[src/rtl/multi_cycle_core.sv]
// Multi-cycle RV32I-subset core: FETCH/DECODE/EXEC/MEM/WB over one valid/ready
// memory port. Illegal instructions park the core in TRAP until reset.
module multi_cycle_core #(
  parameter int ADDR_WIDTH = 10,
  parameter int RESET_PC   = 0,
  parameter int NUM_REGS   = 32
) (
  input  logic                  clk,
  input  logic                  rst,
  output logic                  mem_req,
  output logic                  mem_we,
  output logic [ADDR_WIDTH-1:0] mem_addr,
  output logic [31:0]           mem_wdata,
  input  logic [31:0]           mem_rdata,
  input  logic                  mem_ready,
  output logic [ADDR_WIDTH-1:0] pc,
  output logic                  retire,
  output logic                  halt,
  output logic [7:0]            leds
);
  localparam int RIDX_W = $clog2(NUM_REGS);
  localparam logic [6:0] OP_R      = 7'b0110011;
  localparam logic [6:0] OP_I      = 7'b0010011;
  localparam logic [6:0] OP_LOAD   = 7'b0000011;
  localparam logic [6:0] OP_STORE  = 7'b0100011;
  localparam logic [6:0] OP_BRANCH = 7'b1100011;
  localparam logic [6:0] OP_JAL    = 7'b1101111;

  typedef enum logic [2:0] {
    S_FETCH, S_DECODE, S_EXEC, S_MEM, S_WB, S_TRAP
  } state_t;

  state_t                state_q, state_d;
  logic [ADDR_WIDTH-1:0] pc_q, pc_d, addr_q, addr_d;
  logic [31:0]           ir_q, ir_d, a_q, a_d, b_q, b_d;
  logic [31:0]           imm_q, imm_d, res_q, res_d;
  logic                  req_q, req_d;
  logic [7:0]            leds_q, leds_d;
  logic                  rf_we;
  logic [31:0]           regs_q [NUM_REGS];

  logic [6:0]            opcode;
  logic [2:0]            funct3;
  logic [RIDX_W-1:0]     rd_idx, rs1_idx, rs2_idx;
  logic [31:0]           sum, alu;
  logic [ADDR_WIDTH-1:0] pc_plus4, pc_plus_imm;

  function automatic logic is_legal(input logic [31:0] ir);
    logic ok;
    case (ir[6:0])
      OP_R:              ok = (ir[31:25] == 7'b0000000 && (ir[14:12] == 3'b000 ||
                               ir[14:12] == 3'b110 || ir[14:12] == 3'b111)) ||
                              (ir[31:25] == 7'b0100000 && ir[14:12] == 3'b000);
      OP_I:              ok = (ir[14:12] == 3'b000);
      OP_LOAD, OP_STORE: ok = (ir[14:12] == 3'b010);
      OP_BRANCH:         ok = (ir[14:13] == 2'b00);
      OP_JAL:            ok = 1'b1;
      default:           ok = 1'b0;
    endcase
    return ok;
  endfunction

  function automatic logic [31:0] gen_imm(input logic [31:0] ir);
    logic [31:0] imm;
    case (ir[6:0])
      OP_STORE:  imm = {{20{ir[31]}}, ir[31:25], ir[11:7]};
      OP_BRANCH: imm = {{19{ir[31]}}, ir[31], ir[7], ir[30:25], ir[11:8], 1'b0};
      OP_JAL:    imm = {{11{ir[31]}}, ir[31], ir[19:12], ir[20], ir[30:21], 1'b0};
      default:   imm = {{20{ir[31]}}, ir[31:20]};
    endcase
    return imm;
  endfunction

  function automatic logic [7:0] fold8(input logic [31:0] w);
    return w[7:0] | w[15:8] | w[23:16] | w[31:24];
  endfunction

  assign opcode      = ir_q[6:0];
  assign funct3      = ir_q[14:12];
  assign rd_idx      = ir_q[7 +: RIDX_W];
  assign rs1_idx     = ir_q[15 +: RIDX_W];
  assign rs2_idx     = ir_q[20 +: RIDX_W];
  assign sum         = a_q + imm_q;
  assign pc_plus4    = pc_q + ADDR_WIDTH'(4);
  assign pc_plus_imm = pc_q + imm_q[ADDR_WIDTH-1:0];

  always_comb begin
    case (funct3)
      3'b000:  alu = ir_q[30] ? (a_q - b_q) : (a_q + b_q);
      3'b111:  alu = a_q & b_q;
      3'b110:  alu = a_q | b_q;
      default: alu = '0;
    endcase
  end

  always_ff @(posedge clk) begin
    if (rst) begin
      state_q <= S_FETCH;
      pc_q    <= ADDR_WIDTH'(RESET_PC);
      addr_q  <= '0;
      ir_q    <= '0;
      a_q     <= '0;
      b_q     <= '0;
      imm_q   <= '0;
      res_q   <= '0;
      req_q   <= 1'b0;
      leds_q  <= '0;
    end else begin
      state_q <= state_d;
      pc_q    <= pc_d;
      addr_q  <= addr_d;
      ir_q    <= ir_d;
      a_q     <= a_d;
      b_q     <= b_d;
      imm_q   <= imm_d;
      res_q   <= res_d;
      req_q   <= req_d;
      leds_q  <= leds_d;
    end
  end

  always_ff @(posedge clk) begin
    if (rst) begin
      for (int i = 0; i < NUM_REGS; i++) regs_q[i] <= '0;
    end else if (rf_we) begin
      regs_q[rd_idx] <= res_q;
    end
  end

  // req_q is registered from the next state, so a handshake only counts once
  // the request is actually visible on the port.
  always_comb begin
    state_d = state_q;
    pc_d    = pc_q;
    addr_d  = addr_q;
    ir_d    = ir_q;
    a_d     = a_q;
    b_d     = b_q;
    imm_d   = imm_q;
    res_d   = res_q;
    leds_d  = leds_q;
    rf_we   = 1'b0;
    case (state_q)
      S_FETCH: begin
        if (req_q && mem_ready) begin
          ir_d    = mem_rdata;
          state_d = S_DECODE;
        end
      end
      S_DECODE: begin
        a_d     = regs_q[rs1_idx];
        b_d     = regs_q[rs2_idx];
        imm_d   = gen_imm(ir_q);
        state_d = is_legal(ir_q) ? S_EXEC : S_TRAP;
      end
      S_EXEC: begin
        case (opcode)
          OP_R:      begin res_d = alu; state_d = S_WB; end
          OP_I:      begin res_d = sum; state_d = S_WB; end
          OP_LOAD, OP_STORE: begin
            addr_d  = {sum[ADDR_WIDTH-1:2], 2'b00};
            state_d = S_MEM;
          end
          OP_BRANCH: begin
            pc_d    = ((a_q == b_q) != funct3[0]) ? pc_plus_imm : pc_plus4;
            state_d = S_FETCH;
          end
          OP_JAL:    begin res_d = 32'(pc_plus4); pc_d = pc_plus_imm; state_d = S_WB; end
          default:   state_d = S_TRAP;
        endcase
      end
      S_MEM: begin
        if (req_q && mem_ready) begin
          if (opcode == OP_STORE) begin
            pc_d    = pc_plus4;
            state_d = S_FETCH;
          end else begin
            res_d   = mem_rdata;
            state_d = S_WB;
          end
        end
      end
      S_WB: begin
        rf_we   = (rd_idx != '0);
        leds_d  = fold8(res_q);
        if (opcode != OP_JAL) pc_d = pc_plus4;
        state_d = S_FETCH;
      end
      S_TRAP:  state_d = S_TRAP;
      default: state_d = S_TRAP;
    endcase
    req_d = (state_d == S_FETCH) || (state_d == S_MEM);
  end

  always_comb begin
    mem_we    = req_q && (state_q == S_MEM) && (opcode == OP_STORE);
    mem_addr  = '0;
    if (req_q) mem_addr = (state_q == S_FETCH) ? pc_q : addr_q;
    mem_wdata = mem_we ? b_q : '0;
    retire    = ((state_q == S_EXEC) && (opcode == OP_BRANCH)) ||
                ((state_q == S_MEM) && req_q && mem_ready && (opcode == OP_STORE)) ||
                (state_q == S_WB);
    halt      = (state_q == S_TRAP);
  end

  assign mem_req = req_q;
  assign pc      = pc_q;
  assign leds    = leds_q;
endmodule

[config.mk]
export PLATFORM = sky130hd
export DESIGN_NAME = multi_cycle_core
export DESIGN_NICKNAME = d
export VERILOG_FILES = /design/src/rtl/multi_cycle_core.sv
export SDC_FILE = /design/constraint.sdc
export NUM_CORES = 2
export LEC_CHECK = 0
export BUFFER_PORTS_ARGS = -buffer_cell sky130_fd_sc_hd__clkbuf_2
export CAP_MARGIN = 25
export CORE_ASPECT_RATIO = 1.75
export CORE_MARGIN = 2
export CORE_UTILIZATION = 26
export CTS_CLUSTER_DIAMETER = 50
export DETAILED_ROUTE_END_ITERATION = 6
export PLACE_DENSITY = 0.51
export SLEW_MARGIN = 25
export SYNTH_ARGS = -nofsm -noshare
export SYNTH_HDL_FRONTEND = slang
export SYNTH_SLANG_ARGS = --single-unit
export TNS_END_PERCENT = 30
[constraint.sdc]
create_clock -name clk -period 4.4 [get_ports clk]
set_input_delay 0.66 -clock clk [delete_from_list [all_inputs] [get_ports clk]]
set_output_delay 0.66 -clock clk [all_outputs]
set_load 0.05 [all_outputs]
Word level (Yosys, flattened, before mapping). Memories as Yosys holds them, arrays and structs flattened. A register that Yosys moved wholly into a read port is not among the register bits. Index checks and enable logic that the tools add are counted. W data, S select, Z words.

$add $sub $neg: 5. Eq/ne operators: 25. Mux-type cells: 33. Bitwise logic cells: 5. Reductions and logical operators: 29.

Operator list (count): $pmux W32 S3 (2); $mux W32 (5); $add A32 B32 Y32 (2); $pmux W32 S2 (1); $mux W10 (6); $pmux W20 S3 (1); $and A32 B32 Y32 (1); $eq A32 B32 Y1 (1); $or A32 B32 Y32 (1); $reduce_or A32 Y1 (1); $sub A32 B32 Y32 (1); $pmux W10 S3 (1); $or A8 B8 Y8 (3); $eq A7 B6 Y1 const B (3); $pmux W10 S2 (1); $pmux W3 S5 (1); $eq A7 B7 Y1 const B (2); $eq A3 B2 Y1 const B (4); $eq A3 B3 Y1 const B (4); $mux W3 (4); $add A10 B10 Y10 (1); $add A10 B3 Y10 const B (1); $logic_not A3 Y1 (3); $pmux W3 S3 (1); other kinds (23) (46).

Flip-flop bits (word level): 115. RAM bits: 1024. Input port bits: 35. Output and inout port bits: 64. Memories: 1.

Memories: regs_q (depth 32, width 32, rd ports 2, clocked after memory_dff 2, write ports 32, line 40) `logic [31:0] regs_q [NUM_REGS];`.

Logic depth before layout (Yosys ltp).
Depth in word-level cells: 11. Gate-level depth with buffers: 13.

Worst setup path after synthesis. No wires, ideal clock.

Path type: register to output. Start: register state_q[1]. End: output port mem_wdata[22]. Arrival time: 2.357 ns. Data required time: 3.740 ns. Slack: 1.383 ns. Stages on the path, launching flop included: 8. Path through: dfxtp_1 nor2b_1 clkbuf_1 and2_1 clkbuf_1 and3_1 clkbuf_1 and2_1.

Word-level cells in the longest chain between the ends: 4.

Ends and longest elaborated chain: from (decl) (line 33) `state_t state_q, state_d;`; from (signal assigned) (line 109) `state_q <= state_d;`; $eq A3 B2 Y1 (line 196) `mem_we = req_q && (state_q == S_MEM) && (opcode == OP_STORE);`; $logic_and A1 B1 Y1 (2 in a row) (line 196); net mem_we (line 11) `output logic mem_we,`; $mux W32 (line 199) `mem_wdata = mem_we ? b_q : '0;`; to (decl) (line 13) `output logic [31:0] mem_wdata,`.

The timed path passes the listed nets, and every way through them passes these cells.

Worst setup path after layout.
Start: register a_q[12] (read register of regs_q). End: register res_q[28].

Word-level cells in the longest chain between the ends: 5. Elaborated cells on any way between the ends: 7.

Ends and longest elaborated chain: from (decl) (line 35) `logic [31:0] ir_q, ir_d, a_q, a_d, b_q, b_d;`; $add A32 B32 Y32 / $sub A32 B32 Y32 (equally long branches) (line 89) `3'b000: alu = ir_q[30] ? (a_q - b_q) : (a_q + b_q);`; $mux W32 (line 89); $pmux W32 S3 (line 88) `case (funct3)`; $pmux W32 S3 * (line 157) `case (opcode)`; $pmux W32 S2 * (line 143) `case (state_q)`; to (signal assigned) (line 116) `res_q <= res_d;`; to (decl) (line 36) `logic [31:0] imm_q, imm_d, res_q, res_d;`.

Every way passes the cells marked *; elsewhere a longest branch is shown, timed or not. A chain may end at the register's enable or synchronous reset.

==> flow_summary_export.csv <==
group,metric,value,unit
clock_network,cts_root_buf,"clkbuf_16",
worst_setup_path,cp-end-kind,"flop",
placement,dp.cells,8509,
detailed_routing,drc,0,
clock_network,cts_hold_buf,0,
worst_setup_path,path_class,"reg2reg",
yosys,ys.flop_type,"edfxtp_1",
clock_network,clkLatencyLatePin,0.76,ns
clock_network,clock-sinks,1203,
yosys,synth_area,68400,µm²
detailed_routing,routed_via_density,5.18,
detailed_routing,wl_per_cell,29.9,µm
global_routing,grt_pass1_vias,47787,
worst_setup_path,crit_path_top_delay_cell,"a211oi_1",
yosys,yosysSeqAreaShare,50.2,%
yosys,avgSynthCellArea,13.3,µm²
sta,min_period_over_period,93.9,%
detailed_routing,firstDrtPassIters,6,
min_path,holdPathStages,3,
worst_setup_path,cp.buffers_inverters,2,
yosys,ys_types,92,
yosys,ys_warn_count,0,
global_routing,grt_start_max_net_pins,155,
sta,fmax,0.242,GHz
worst_setup_path,crit_chain,"inv_1, ha_1, nor2_1, nand2_1, a211oi_1, o31ai_1, buf_4, o211a_1, or3_1, a211oi_2, xnor2_1, a211o_1",
placement,portBuffers,98,
worst_setup_path,worstReg2RegStart,"a_q[12]$_SDFFE_PP0P_",
power_and_ir_drop,fin_total_pwr,27300,µW
worst_setup_path,arrival,4.76,ns
yosys,async_flop_share,0,%
detailed_routing,vias,45130,
clock_network,clk_pin_slew_worst_paths,0.07,ns
worst_setup_path,reg2reg_slack,0.27,ns
floorplanning,core_area,262000,µm²
clock_network,clock_path_buffers,3,
min_path,min_path_type,"in2reg",
clock_network,post_cts_buffers,0,
sta,tightestPinTransition,1.11,ns
sta,slew_headroom,25.6,%
power_and_ir_drop,powerDensity,351,nW/µm²
clock_network,h-tree-depth,3,
layout,fin_cells,8715,
sta,setup_viol,0,
placement,dpl.hpwl,175000,µm
run_status,status,"finished, final reports clean",
detailed_routing,finalWirelength,261000,µm
sta,hold_violations,0,
layout,final_nets,5290,
detailed_routing,ant_nets,0,
worst_setup_path,slowest_delay,0.89,ns
global_routing,track_usage,19.2,%
sta,setup_tns,0,ns
global_routing,antenna_found_initial,6,
worst_setup_path,reg2reg_to,"res_q[28]$_SDFFE_PP0P_",
min_path,hp-start,"mem_rdata[14]",
min_path,whs_endpoint,"ir_q[14]$_SDFFE_PP0P_",
floorplanning,die_area,267000,µm²
floorplanning,rows,249,
placement,gp_congestion,0.938,
power_and_ir_drop,ir_drop,0.359,mV
detailed_routing,drt_iter0_markers,4025,
clock_network,cts_resized,0,
worst_setup_path,cp_top_family,"compound AO/OA/AOI/OAI gates",
sta,finalMaxSlewViolations,0,
yosys,netlist_instances,5127,
layout,area_growth,13.9,%
sta,fin_crit,4.13,ns
power_and_ir_drop,total_leakage_power,0.0260,µW
global_routing,grt_pass1_wl,362000,µm
clock_network,cts-buffers-inserted,110,
worst_setup_path,reg2reg_depth,12,
floorplanning,start_util,26.1,%
run,cap_violations,0,
worst_setup_path,crit_fanout,10,
global_routing,overflow,0,
floorplanning,die_y,683,µm
layout,drive_above_1_share,24.1,%
worst_setup_path,required,5.02,ns
sta,rsz0062_at_grt,"no",
layout,fillers,26299,
yosys,synth_edf_count,1024,
floorplanning,die_w,392,µm
sta,fin_worst_skew,0.0457,ns
worst_setup_path,crit_path_start_kind,"flop",
clock_network,cts_tree,"done",
floorplanning,io_pins,99,
yosys,ys_ff_latch,1203,
## area by class of cell
type | count | area (µm²) | area share, %
antenna | 3 | 7.51 | 0.00963
clock buffer | 131 | 2840 | 3.65
clock inverter | 72 | 718 | 0.922
inverter | 112 | 420 | 0.539
multi-input combinational | 3357 | 32100 | 41.2
sequential | 1203 | 34400 | 44.1
tap | 3514 | 4400 | 5.64
timing repair buffer | 323 | 3080 | 3.96
## kinds of logic after synthesis
logic type                 count (synthesis)  share of synthesized area, %
and+or+nand+nor                         1743                          14.3
DFF                                     1203                          50.2
muxes                                    715                          22.2
AOI/OAI and AO/OA                        654                          6.28
buffers and inverters                    598                          3.47
adders and majority gates                148                          2.75
xor gates and xnor gates                  65                         0.832
other                                      1                       0.00548
## flip-flops by register name (all words and copies together), names as in the netlist
signal / flops
a_q: 32
addr_q: 8
b_q: 32
imm_q: 21
ir_q: 32
leds: 8
mem_req: 1
pc: 10
regs_q: 1024
res_q: 32
state_q: 3
## stage by stage
step / util (%) / hold slack, ns / setup slack (ns) / instance area (µm²)
2_1_floorplan: - / 0.437 / 1.38 / 68500
3_3_place_gp: 28.3 / 0.440 / 0.273 / 74300
3_5_place_dp: 28.3 / 0.447 / 0.397 / 74400
4_1_cts: 29.7 / 0.117 / 0.348 / 77900
5_1_grt: 29.7 / 0.161 / 0.132 / 77900
6_report: 29.7 / 0.153 / 0.267 / 77900
## worst min-delay path, delay by kind of cell
family          cells  cell delay [ns]
compound gates      1             0.05
buf+inv             1             0.09
simple gates        1             0.05
## synthesized netlist by cell type, types with 20 or more instances
cell / count / area (µm²)
mux4_2: 640 / 14400
a211oi_1: 95 / 713
a21oi_1: 207 / 1040
inv_1: 112 / 420
o21ai_0: 103 / 515
nor3_1: 48 / 240
mux2i_1: 73 / 731
edfxtp_1: 1024 / 30700
dfxtp_1: 179 / 3580
nand2_1: 198 / 743
nand3_1: 42 / 210
buf_1: 25 / 93.8
and2_1: 1032 / 6460
a21o_1: 26 / 195
xnor2_1: 57 / 499
or2_2: 36 / 225
buf_2: 68 / 340
nor2_1: 252 / 946
ha_1: 144 / 1800
o21bai_1: 20 / 150
a31oi_1: 21 / 131
nor4_1: 20 / 125
clkbuf_1: 385 / 1450
## metal layers
layer | wire length (µm) | GRT usage [%] | vias up
li1 | - | - | 19299
met1 | 85900 | 19.0 | 23474
met2 | 145000 | 37.6 | 1704
met3 | 11800 | 2.16 | 645
met4 | 17500 | 11.5 | 8
met5 | 60 | 0 | -
## worst max path at each step
stage,slack (ns),end,cells after the start,startpoint
3_3_place_gp,0.27,res_q[20]$_SDFFE_PP0P_,13,b_q[0]$_SDFFE_PP0P_
3_5_place_dp,0.40,res_q[26]$_SDFFE_PP0P_,14,a_q[0]$_SDFFE_PP0P_
5_1_grt,0.13,res_q[28]$_SDFFE_PP0P_,12,a_q[12]$_SDFFE_PP0P_
6_report,0.27,res_q[28]$_SDFFE_PP0P_,12,a_q[12]$_SDFFE_PP0P_
2_1_floorplan,1.38,mem_wdata[22],7,state_q[1]$_SDFF_PP0_
4_1_cts,0.35,res_q[26]$_SDFFE_PP0P_,14,a_q[0]$_SDFFE_PP0P_
## cell usage in the layout (no fill, tap or decap), drive strengths merged, types with 11 or more instances in the layout
| master | count |
|---|---|
| a21o | 27 |
| and2 | 1033 |
| o41ai | 12 |
| or3 | 17 |
| edfxtp | 1024 |
| a21oi | 209 |
| nor3 | 49 |
| clkinv | 50 |
| o21a | 11 |
| o31ai | 11 |
| and3 | 13 |
| conb | 32 |
| o211ai | 17 |
| a31oi | 21 |
| o21bai | 20 |
| xnor2 | 57 |
| o21ai | 108 |
| nand2 | 198 |
| nor2b | 13 |
| buf | 233 |
| nor4 | 22 |
| mux4 | 640 |
| a221o | 11 |
| nand4 | 15 |
| nand3 | 42 |
| dfxtp | 179 |
| a211oi | 101 |
| clkbuf | 221 |
| inv | 122 |
| a221oi | 13 |
| or2 | 38 |
| ha | 144 |
| nor2 | 253 |
| mux2i | 73 |
| a311oi | 11 |
## where the power goes
| part | total (µW) | switching [µW] | internal (µW) | leakage [µW] |
|---|---|---|---|---|
| clock | 9970 | 4770 | 5200 | 0.00174 |
| sequential | 13100 | 386 | 12800 | 0.0120 |
| combinational | 4210 | 2520 | 1690 | 0.0123 |
| total | 27300 | 7680 | 19600 | 0.0260 |
(Power assumes the default switching activity.)
